$ cat config.mk
export PLATFORM = sky130hd
export DESIGN_NAME = hazard_scoreboard
export DESIGN_NICKNAME = d
export VERILOG_FILES = /design/src/rtl/hazard_scoreboard_pkg.sv /design/src/rtl/hazard_match.sv /design/src/rtl/hazard_scoreboard.sv
export SDC_FILE = /design/constraint.sdc
export NUM_CORES = 1
export LEC_CHECK = 0
export BUFFER_PORTS_ARGS = -buffer_cell sky130_fd_sc_hd__buf_2
export CAP_MARGIN = 0
export CORE_MARGIN = 8
export CORE_UTILIZATION = 58
export CTS_BUF_LIST = sky130_fd_sc_hd__clkbuf_16
export DETAILED_ROUTE_END_ITERATION = 16
export HOLD_SLACK_MARGIN = 0.05
export PLACE_DENSITY = 0.85
export SKIP_LAST_GASP = 1
export SLEW_MARGIN = 20
export SYNTH_ARGS = -nofsm -noshare
export SYNTH_HDL_FRONTEND = slang
export SYNTH_HIERARCHICAL = 1
export SYNTH_SLANG_ARGS = --single-unit
$ cat constraint.sdc
create_clock -name clk -period 3.6 [get_ports clk]
set_input_delay 0.72 -clock clk [delete_from_list [all_inputs] [get_ports clk]]
set_output_delay 0.72 -clock clk [all_outputs]
set_load 0.02 [all_outputs]
$ cat src/rtl/hazard_scoreboard_pkg.sv
// rtl/hazard_scoreboard_pkg.sv - shared slot type and forward-select sizing for the hazard scoreboard
package hazard_scoreboard_pkg;

    // Register index width shared by the slot record and the matchers
    localparam int PIPE_REG_AW = 5;

    // One in-flight instruction past ID
    typedef struct packed {
        logic                   valid;
        logic [PIPE_REG_AW-1:0] rd;
        logic                   regwrite;
        logic                   memread;
    } slot_t;

    // Width of a forward select able to name slots 0..depth-1
    function automatic int fwd_sel_w(input int depth);
        return (depth > 2) ? $clog2(depth) : 1;
    endfunction

endpackage

$ cat src/rtl/hazard_match.sv
// rtl/hazard_match.sv - youngest-match and forwarding-availability encoder for one source operand
module hazard_match
    import hazard_scoreboard_pkg::*;
#(
    parameter int DEPTH    = 3,
    parameter int LOAD_LAT = 1,
    parameter int FWD_EN   = 1,
    parameter int SEL_W    = fwd_sel_w(DEPTH)
) (
    input  slot_t [DEPTH-1:0]       slots,
    input  logic  [PIPE_REG_AW-1:0] rs,
    input  logic                    use_rs,
    output logic                    hazard,
    output logic  [SEL_W-1:0]       sel
);

    logic found;

    // Scan from EX outward; only the youngest writer of rs decides the outcome.
    // A match in the last slot is retiring into a write-first register file,
    // so it neither stalls nor forwards.
    always_comb begin
        hazard = 1'b0;
        sel    = '0;
        found  = 1'b0;
        for (int i = 0; i < DEPTH; i++) begin
            if (!found && slots[i].valid && slots[i].regwrite &&
                slots[i].rd == rs && rs != '0 && use_rs) begin
                found = 1'b1;
                if (i < DEPTH - 1) begin
                    if (FWD_EN != 0 && (!slots[i].memread || i + 1 >= LOAD_LAT + 1)) begin
                        sel = SEL_W'(i + 1);
                    end else begin
                        hazard = 1'b1;
                    end
                end
            end
        end
    end

endmodule

$ cat src/rtl/hazard_scoreboard.sv
// rtl/hazard_scoreboard.sv - in-flight destination tracker producing stall, forward selects and stall count
module hazard_scoreboard
    import hazard_scoreboard_pkg::*;
#(
    parameter int DEPTH    = 3,
    parameter int LOAD_LAT = 1,
    parameter int REG_AW   = PIPE_REG_AW,
    parameter int FWD_EN   = 1
) (
    input  logic                     clk,
    input  logic                     rst,
    input  logic                     id_valid,
    input  logic [REG_AW-1:0]        id_rs1,
    input  logic [REG_AW-1:0]        id_rs2,
    input  logic                     id_use_rs1,
    input  logic                     id_use_rs2,
    input  logic [REG_AW-1:0]        id_rd,
    input  logic                     id_regwrite,
    input  logic                     id_memread,
    input  logic                     flush,
    output logic                     stall,
    output logic [$clog2(DEPTH)-1:0] fwd_sel1,
    output logic [$clog2(DEPTH)-1:0] fwd_sel2,
    output logic [31:0]              stall_cnt
);

    localparam int SEL_W = $clog2(DEPTH);

    slot_t [DEPTH-1:0] slots;
    slot_t             head;
    logic              haz1;
    logic              haz2;
    logic [SEL_W-1:0]  sel1;
    logic [SEL_W-1:0]  sel2;
    logic              issue;

    hazard_match #(
        .DEPTH    (DEPTH),
        .LOAD_LAT (LOAD_LAT),
        .FWD_EN   (FWD_EN),
        .SEL_W    (SEL_W)
    ) u_match_rs1 (
        .slots  (slots),
        .rs     (id_rs1),
        .use_rs (id_use_rs1),
        .hazard (haz1),
        .sel    (sel1)
    );

    hazard_match #(
        .DEPTH    (DEPTH),
        .LOAD_LAT (LOAD_LAT),
        .FWD_EN   (FWD_EN),
        .SEL_W    (SEL_W)
    ) u_match_rs2 (
        .slots  (slots),
        .rs     (id_rs2),
        .use_rs (id_use_rs2),
        .hazard (haz2),
        .sel    (sel2)
    );

    // Stall only a live, unflushed instruction; a flush wins over a stall
    always_comb begin
        stall = id_valid && !flush && (haz1 || haz2);
        issue = id_valid && !stall && !flush;
        head  = '0;
        if (issue) begin
            head.valid    = 1'b1;
            head.rd       = id_rd;
            head.regwrite = id_regwrite;
            head.memread  = id_memread;
        end
    end

    // Advance every in-flight instruction one stage; the oldest falls off the end
    always_ff @(posedge clk or negedge rst) begin
        if (!rst) begin
            slots <= '0;
        end else begin
            slots <= {slots[DEPTH-2:0], head};
        end
    end

    // Forward selects follow the issuing instruction into EX; bubbles carry zero
    always_ff @(posedge clk or negedge rst) begin
        if (!rst) begin
            fwd_sel1 <= '0;
            fwd_sel2 <= '0;
        end else begin
            fwd_sel1 <= issue ? sel1 : '0;
            fwd_sel2 <= issue ? sel2 : '0;
        end
    end

    // Saturating count of cycles spent stalled
    always_ff @(posedge clk or negedge rst) begin
        if (!rst) begin
            stall_cnt <= '0;
        end else if (stall && stall_cnt != 32'hFFFF_FFFF) begin
            stall_cnt <= stall_cnt + 32'd1;
        end
    end

endmodule
Word-level counts from Yosys, hierarchy flattened. Cells that the tools add are included. Widths: inputs -> output; s select.

Register bits after elaboration: 51. Latch bits: 0. Memory bits (writable): 0. Memory bits (read-only): 0. Input bits: 23. Output and inout port bits: 37. Word-level logic and storage cells: 58. Memories: 0.

$add $sub $neg: 1. Multipliers: 0. Div/mod/pow operators: 0. Order comparisons: 0. Equality and inequality tests: 5. Shift-type cells: 0. Muxes and demuxes: 13. Bitwise gates (word level): 0. Reductions and logical operators: 29.

Operators by type and width (number): $add 32x1->32 const B (1); $ne 32x32->1 const B (1); $logic_and 1x1->1 (22); $eq 5x5->1 (4); $mux 2 (5); $reduce_bool 5->1 (2); $mux 8 (1); $mux 1 (7); $logic_not 1->1 (4); $logic_or 1x1->1 (1).

Longest topological paths before layout. Gate-level depths: netlist (run 1).

Depth in word-level cells: 13. Gate-level depth with buffers: 9. Mapped depth without buffers: 9.

Hierarchy. The synthesis (run 1) kept the hierarchy.

Modules (own cells, without submodules): hazard_scoreboard (times used 1, cells an instance 187, area each 2344.7 um^2, sequential area each 1501.4 um^2); hazard_match (times used 2, cells an instance 20, area each 163.9 um^2, sequential area each 0.0 um^2).

Worst setup path after synthesis (run 1). Ideal clock, no wire load.

Path type: input to output. Start: input id_rs2[1]. End: output stall. Arrival: 2033 ps. Required time: 2880 ps. Slack: 847 ps. Stages on the path: 6. Cells stage by stage: or4_4 > o21ai_2 > nor3_2 > and2_1 > nor2_1 > nor2_1.

Cells in the longest elaborated chain, start to end: 7. Elaborated cells between the ends (all ways): 8.

RTL lines: start: declaration (line hazard_scoreboard.sv:14) `input logic [REG_AW-1:0] id_rs2,`; $eq 5x5->1 (line hazard_match.sv:28) `slots[i].rd == rs && rs != '0 && use_rs) begin`; $logic_and 1x1->1 (line hazard_match.sv:27) `if (!found && slots[i].valid && slots[i].regwrite &&`; $logic_and 1x1->1 * (2 in series) (line hazard_match.sv:28); $mux 1 * (line hazard_match.sv:27); via haz2 (line hazard_scoreboard.sv:32) `logic haz2;`; $logic_or 1x1->1 * (line hazard_scoreboard.sv:65) `stall = id_valid && !flush && (haz1 || haz2);`; $logic_and 1x1->1 * (line hazard_scoreboard.sv:65); end: declaration (line hazard_scoreboard.sv:21) `output logic stall,`.

Mark *: on every way through the listed nets, which the timed path passes. The rest lies on a longest branch.

Final worst setup path (run 1). Ends and elaborated chain as after synthesis.

==> flow_metrics.tcl, run 1 <==
set metrics [dict create \
    outcome "finished clean" \
    drt_iter0_drc 168 \
    grt_max_degree 52 \
    cts_buffers 5 \
    fin_util 0.7348 \
    dp_cells 327 \
    grt_usage 0.1773 \
    num_vias 1926 \
    peakVddDrop_mv 0.3699 \
    crit_fanout 5 \
    die_h_um 80.96 \
    stdcell_count 335 \
    tns_ns 0 \
    max_slew_margin 0.4269 \
    synth_nets 242 \
    maxCapViolations 0 \
    worst-setup-path-type "in2out" \
    cts_resized 0 \
    r2r_cells 9 \
    worst_slew_pin_slew_ns 0.8489 \
    hold_buffers 0 \
    diodes 0 \
    reg2reg_slack_ns 0.80 \
    overflow 0 \
    clk_pin_slew_ns 0.06 \
    yosysWarnings 6 \
    ant_nets 0 \
    min_period_ns 3.224 \
    reg2reg_from "slots[4]" \
    hpwl_um 4106 \
    cts-root-buf "clkbuf_16" \
    grt_pass1_wl_um 9163 \
    insertion_delay_ns 0.29 \
    die_w_um 80.96 \
    area_growth_syn_to_layout_pct 20.96 \
    fin_crit_sh 0.8956 \
    min_to "slots[9]" \
    final-hold-violation-count 0 \
    fin_skew_ns 0.006401 \
    dr.pass1.iters 4 \
    rows 23 \
    h-tree-depth 2 \
    power_mw 1.097 \
    drc 0 \
    hp-class "reg2reg" \
    dieArea_mm2 0.006555 \
    final_nets 308 \
    fmax_ghz 0.3102 \
    drt_wl_total_um 5416 \
    io_buffers 59 \
    grt_pass1_vias 1923 \
    n_fill_cell 305 \
    slew_viol_final 0 \
    cts.sinks 51 \
    cts_setup_buffers 0 \
    hold_slack_ns 0.4004 \
    p_leak_nw 1.411 \
    via_per_inst 5.749 \
    synth_area_mm2 0.002447 \
    cp.arrival_ns 2.50 \
    place.gp.congestion 0.8541 \
    hp-start "slots[1]" \
    grt_antenna_before_repair 0 \
    min_path_cells 0 \
    setup_violations 0 \
    syn_inst 218 \
    wl_per_cell_um 16.17 \
    synth.avg_cell_area_um2 11.23 \
    core_region_area_mm2 0.004029 \
    cp-end-kind "output port" \
    drive_gt1_frac 0.2947 \
    r2r_end "stall_cnt[28]" \
    rsz0062_at_grt "no" \
    clock_path_buffers 2 \
    cp.required_ns 2.88 \
    initial_core_util 0.6075 \
    pin_count 60 \
    start_kind "input port" \
    pwr_density_cell_mw_per_mm2 370.4 \
    cts_tree "done" \
]
where the power goes:
group          total (mW)  switching, mW  internal (mW)  leakage (nW)
Sequential          0.586        0.00659          0.580         0.704
Combinational      0.0556         0.0311         0.0245         0.642
Clock               0.455          0.199          0.256        0.0658
Total                1.10          0.236          0.860          1.41
registers in the layout, summed over array words and instances (netlist names):
name / cells
stall_cnt: 32
slots: 15
fwd_sel1: 2
fwd_sel2: 2
cells in the final DEF, fill, tap and decap left out, drive strengths merged:
master    count
nor4          3
buf          61
clkinvlp      2
nor2          8
dfrtp        51
o41a          1
or2           1
xor2         10
o311ai        1
o21ai         2
nand2b        1
or3           1
clkbuf        5
nor3b         1
and4          2
clkinv        1
mux2          1
a41oi         3
a31oi         1
nand2         9
or4           2
a21oi         4
nand3        19
ha            1
nand4        19
xnor2        38
nor3         11
and3          8
nor2b         3
and2         15
stage by stage:
stage	setup slack, ns	instance area, um^2
finish	0.3759	2960
global route	0.2809	2960
CTS	0.3836	2958
detailed placement	0.3935	2813
global placement	0.4687	2813
floorplan	0.8471	2447
per-layer routing:
metal	global-route usage	routed length (um)
met2	0.2783	2579
met3	0.04636	338
met5	0	0
met4	0.07857	121
met1	0.2259	2376
worst max-delay path, stage by stage:
cell and delay, ns:
buf_2 0.13, or4_4 0.53, o21ai_2 0.20, nor3_2 0.09, and2_1 0.17, nor2_1 0.28
nor2_1 0.19, buf_2 0.20
worst max path at each step:
stage / to / from / slack (ns)
after floorplan: stall / id_rs2[1] / 0.85
after global placement: stall / id_rs2[1] / 0.47
after detailed placement: stall_cnt[28] / id_rs1[4] / 0.39
after CTS: stall / id_rs2[1] / 0.38
after global routing: stall / id_rs2[1] / 0.28
final: stall / id_rs2[1] / 0.38
cell type report:
cell class | instances | area (um^2) | area share
Clock inverter | 3 | 20.02 | 0.006762
Multi-Input combinational cell | 165 | 1164 | 0.3931
Timing Repair Buffer | 61 | 312.8 | 0.1057
Sequential cell | 51 | 1276 | 0.4311
Clock buffer | 5 | 125.1 | 0.04227
Tap cell | 50 | 62.56 | 0.02113
Note: power is estimated with default switching activity, not from simulation.
==> inputs of run 2 (changes only) <==
ABC_AREA = 1   (was default)
CORE_UTILIZATION = 61   (was 58)
PLACE_DENSITY = 0.86   (was 0.85)
RECOVER_POWER = 100   (was default)
==> flow_metrics.tcl, run 2 <==
set metrics [dict create \
    outcome "finished clean" \
    pwr-share-clk 0.480 \
    worst_slew_pin_slew_ns 1.262 \
    io_buffers 59 \
    h-tree-depth 2 \
    dieArea_mm2 0.008063 \
    slew_viol_final 0 \
    initial_core_util 0.6184 \
    syn_inst 515 \
    crit_fanout 9 \
    cts-root-buf "clkbuf_16" \
    dr.pass1.iters 5 \
    drive_gt1_frac 0.09705 \
    die_w_um 89.80 \
    top_regs "stall_cnt x32, slots x15" \
    synth.avg_cell_area_um2 6.450 \
    synth_area_mm2 0.003322 \
    hp-class "reg2reg" \
    worst-setup-path-type "in2out" \
    synth_nets 539 \
    regMostFlops "stall_cnt" \
    final_common_cell "nand2_1" \
    mostFrequentLayoutCells "nand2_1 (226), nor2_1 (87), inv_1 (51), dfrtp_1 (51), clkbuf_1 (38)" \
    core_region_area_mm2 0.005371 \
    min_period_ns 3.036 \
    via_per_inst 5.037 \
    cp-end-kind "output port" \
    maxCapViolations 0 \
    grt_pass1_wl_um 14590 \
    p_leak_nw 1.816 \
    n_fill_cell 490 \
    start_kind "input port" \
    insertion_delay_ns 0.29 \
    ant_nets 0 \
    overflow 0 \
    hold_buffers 0 \
    fin_crit_sh 0.8433 \
    power_mw 1.268 \
    pin_count 60 \
    grt_antenna_before_repair 0 \
    wl_per_cell_um 12.89 \
    clock_path_buffers 2 \
    cts.sinks 51 \
    pwr_density_cell_mw_per_mm2 333.8 \
    drc 0 \
    place.gp.congestion 0.9101 \
    peakVddDrop_mv 0.2123 \
    tns_ns 0 \
    clk_pin_slew_ns 0.07 \
    area_growth_syn_to_layout_pct 14.39 \
    final-hold-violation-count 0 \
    yosysWarnings 6 \
    fin_skew_ns 0.007915 \
    die_h_um 89.80 \
    grt_pass1_vias 3318 \
    seqPwrFrac 0.463 \
    grt_usage 0.2123 \
    cts_tree "done" \
    setup_violations 0 \
    p_int_mw 1.002 \
    cts_setup_buffers 0 \
    final_nets 600 \
    fmax_ghz 0.3294 \
    cp.required_ns 2.88 \
    pwr-share-comb 0.057 \
    rows 27 \
    rsz0062_at_grt "no" \
    p_switching_mw 0.2666 \
    cp.arrival_ns 2.32 \
    grt_max_degree 52 \
    p_sw_frac 0.2102 \
    diodes 0 \
    cts_buffers 5 \
    drt_wl_total_um 8368 \
    largest_reg_flops 32 \
    hpwl_um 6402 \
    max_slew_margin 0.1586 \
    drt_iter0_drc 216 \
    num_vias 3269 \
    cts_resized 0 \
]
run 2: power groups by stage:
stage	Combinational, mW	Clock [mW]	Sequential [mW]
detailed placement	0.0734	0	0.598
floorplan	0.0379	0	0.596
finish	0.0728	0.609	0.587
CTS	0.0737	0.616	0.587
global route	0.0835	0.634	0.587
global placement	0.0701	0	0.597
run 2: stage by stage:
| stage | utilization | cells | setup WS (ns) | instance area, um^2 | hold WS [ns] |
|---|---|---|---|---|---|
| after floorplan | - | 515 | 1.181 | 3322 | 0.3731 |
| after global placement | 0.6816 | 641 | 0.9604 | 3661 | 0.3802 |
| after detailed placement | 0.6816 | 641 | 0.9190 | 3661 | 0.3899 |
| after CTS | 0.7167 | 649 | 0.9150 | 3850 | 0.4071 |
| after global routing | 0.7074 | 649 | 0.3883 | 3800 | 0.4237 |
| final | 0.7074 | 649 | 0.5642 | 3800 | 0.4063 |
run 2: critical path, cell delays in order:
cell	delay, ns
clkbuf_1	0.19
inv_2	0.05
nand2_1	0.06
nand2_1	0.07
clkinv_1	0.05
nand2_1	0.05
nor2_2	0.10
nand2_2	0.07
nor2_1	0.13
nor2_1	0.07
nor2_2	0.09
clkbuf_1	0.42
buf_2	0.27
run 2: metal layers:
layer / wire length [um] / track usage
met4: 106 / 0.05783
met3: 508 / 0.04239
met5: 0 / 0
met2: 4219 / 0.3926
met1: 3533 / 0.2394
run 2: cell type report:
type | count | area [um^2] | area share
Multi-Input combinational cell | 391 | 1738 | 0.4574
Inverter | 67 | 254.0 | 0.06684
Clock buffer | 5 | 125.1 | 0.03293
Timing Repair Buffer | 60 | 252.7 | 0.06651
Clock inverter | 3 | 63.81 | 0.01679
Sequential cell | 51 | 1276 | 0.3359
Tap cell | 72 | 90.09 | 0.02371
run 2: final timing paths:
| check | slack [ns] | from | to | cells after the start |
|---|---|---|---|---|
| max in group asynchronous | 2.14 | rst | stall_cnt[31] | 1 |
| worst max register to register | 1.32 | slots[2] | stall_cnt[6] | 15 |
| worst max-delay path | 0.56 | id_rs1[0] | stall | 13 |
| worst min-delay path | 0.41 | slots[1] | slots[9] | 0 |
| worst min register to register | 0.41 | slots[1] | slots[9] | 0 |
| min in group asynchronous | 0.69 | rst | stall_cnt[10] | 1 |
==> inputs of run 3 (changes only) <==
CORE_UTILIZATION = 51   (was 61)
PLACE_DENSITY = 0.76   (was 0.86)
clock period = 2.7 ns   (was 3.6 ns; I/O delays follow)
==> flow_metrics.tcl, run 3 (synthesized netlist as in run 2, its figures left out) <==
set metrics [dict create \
    rows 29 \
    maxCapViolations 0 \
    overflow 0 \
    cp.arrival_ns 1.87 \
    fmax_ghz 0.4147 \
    dieArea_mm2 0.009352 \
    drt_wl_total_um 8133 \
    pwr_density_cell_mw_per_mm2 422.3 \
    hpwl_um 6324 \
    dp_slack_ns 0.3760 \
    dr.pass1.iters 4 \
    tns_ns 0 \
    cp_cell_sequence "inv_1 -> nand2_1 -> nand2_1 -> nor2_1 -> nand2_1 -> clkinv_1 -> nand2_1 -> nor2_1 -> nor2_1 -> nor2_2 -> buf_4 -> clkbuf_2" \
    crit_fanout 9 \
    cp-end-kind "output port" \
    power_mw 1.592 \
    start_kind "register" \
    slew_viol_final 0 \
    fin_crit_sh 0.8931 \
    drc 0 \
    largest_reg_flops 32 \
    initial_core_util 0.5262 \
    pin_count 60 \
    regMostFlops "stall_cnt" \
    via_per_inst 4.889 \
    final_common_cell "nand2_1" \
    top_regs "stall_cnt x32, slots x15" \
    stdcell_count 655 \
    fin_util 0.5969 \
    setup_violations 0 \
    cts_buffers 5 \
    rsz0062_at_grt "no" \
    core_region_area_mm2 0.006314 \
    critPathMostFrequentCell "nand2_1" \
    grt_max_degree 52 \
    h-tree-depth 2 \
    area_growth_syn_to_layout_pct 13.45 \
    drt_iter0_drc 161 \
    cts_resized 0 \
    grt_pass1_vias 3078 \
    diodes 0 \
    crit_family "simple AND/OR/NAND/NOR gates" \
    worst-setup-path-type "reg2out" \
    n_fill_cell 642 \
    dp_cells 647 \
    final_nets 601 \
    wl_per_cell_um 12.42 \
    drive_gt1_frac 0.09516 \
    max_slew_margin 0.1620 \
    r2r_cells 10 \
    crit_cells 12 \
    cts_setup_buffers 0 \
    critical_path_buf_inv_count 4 \
    hold_buffers 0 \
    p_leak_nw 1.795 \
    clk_pin_slew_ns 0.06 \
    clock_path_buffers 2 \
    outcome "finished clean" \
    insertion_delay_ns 0.29 \
    worst_slew_pin_slew_ns 1.257 \
    hp-class "reg2reg" \
    final-hold-violation-count 0 \
    die_w_um 96.71 \
    cts-root-buf "clkbuf_16" \
    setup_ws_ns 0.2886 \
    cp_slowest_cell "dfrtp_1" \
    fin_skew_ns 0.005278 \
    cp.required_ns 2.16 \
    slowest_delay_ns 0.44 \
    place.gp.congestion 0.9304 \
    io_buffers 59 \
    cts.sinks 51 \
    min_path_cells 0 \
    die_h_um 96.71 \
    min_period_ns 2.411 \
    peakVddDrop_mv 0.3373 \
    grt_antenna_before_repair 0 \
    num_vias 3202 \
    grt_usage 0.1766 \
    mostFrequentLayoutCells "nand2_1 (228), nor2_1 (88), dfrtp_1 (51)" \
    ant_nets 0 \
    grt_pass1_wl_um 14170 \
    cts_tree "done" \
]
-- run 3: cell types whose count changed in the layout (fill, tap and decap cells not counted), sizes merged --
cell / change
buf: +2
inv: -1
clkinv: +2
clkbuf: -1
bufinv: -1
-- run 3: metrics by stage --
step,instance area [um^2],hold slack (ns)
finish,3769,0.4115
global route,3769,0.4293
CTS,3839,0.3848
detailed placement,3675,0.3976
global placement,3675,0.3992
floorplan,3322,0.2444
-- run 3: path summary, 6_finish.rpt --
check	to	slack, ns	start
max	stall	0.29	slots[4]
min	slots[9]	0.41	slots[1]
max reg2reg	stall_cnt[20]	0.30	stall_cnt[0]
min reg2reg	slots[9]	0.41	slots[1]
max in group asynchronous	stall_cnt[24]	1.34	rst
min in group asynchronous	fwd_sel1[1]	0.59	rst
-- run 3: cell type report --
class	count	area, um^2	share of cell area
multi-input combinational	391	1715	0.4552
sequential	51	1276	0.3386
timing repair buffer	61	262.8	0.06972
inverter	67	254.0	0.06740
clock buffer	5	125.1	0.03320
tap	77	96.34	0.02556
clock inverter	3	38.79	0.01029
-- run 3: per-layer routing --
| layer | part of all wire | global-route usage | vias to the layer above |
|---|---|---|---|
| li1 | - | - | 1664 |
| met1 | 0.45 | 0.2219 | 1441 |
| met2 | 0.46 | 0.2948 | 88 |
| met3 | 0.069 | 0.04054 | 9 |
| met4 | 0.013 | 0.04852 | 0 |
| met5 | 0 | 0 | - |
-- run 3: where the power goes --
group          internal (mW)  leakage (nW)  total [mW]  switching, mW
Clock                  0.433        0.0812       0.713          0.280
Combinational         0.0357          1.01      0.0964         0.0607
Sequential             0.773         0.704       0.782        0.00925
Total                   1.24          1.79        1.59          0.350
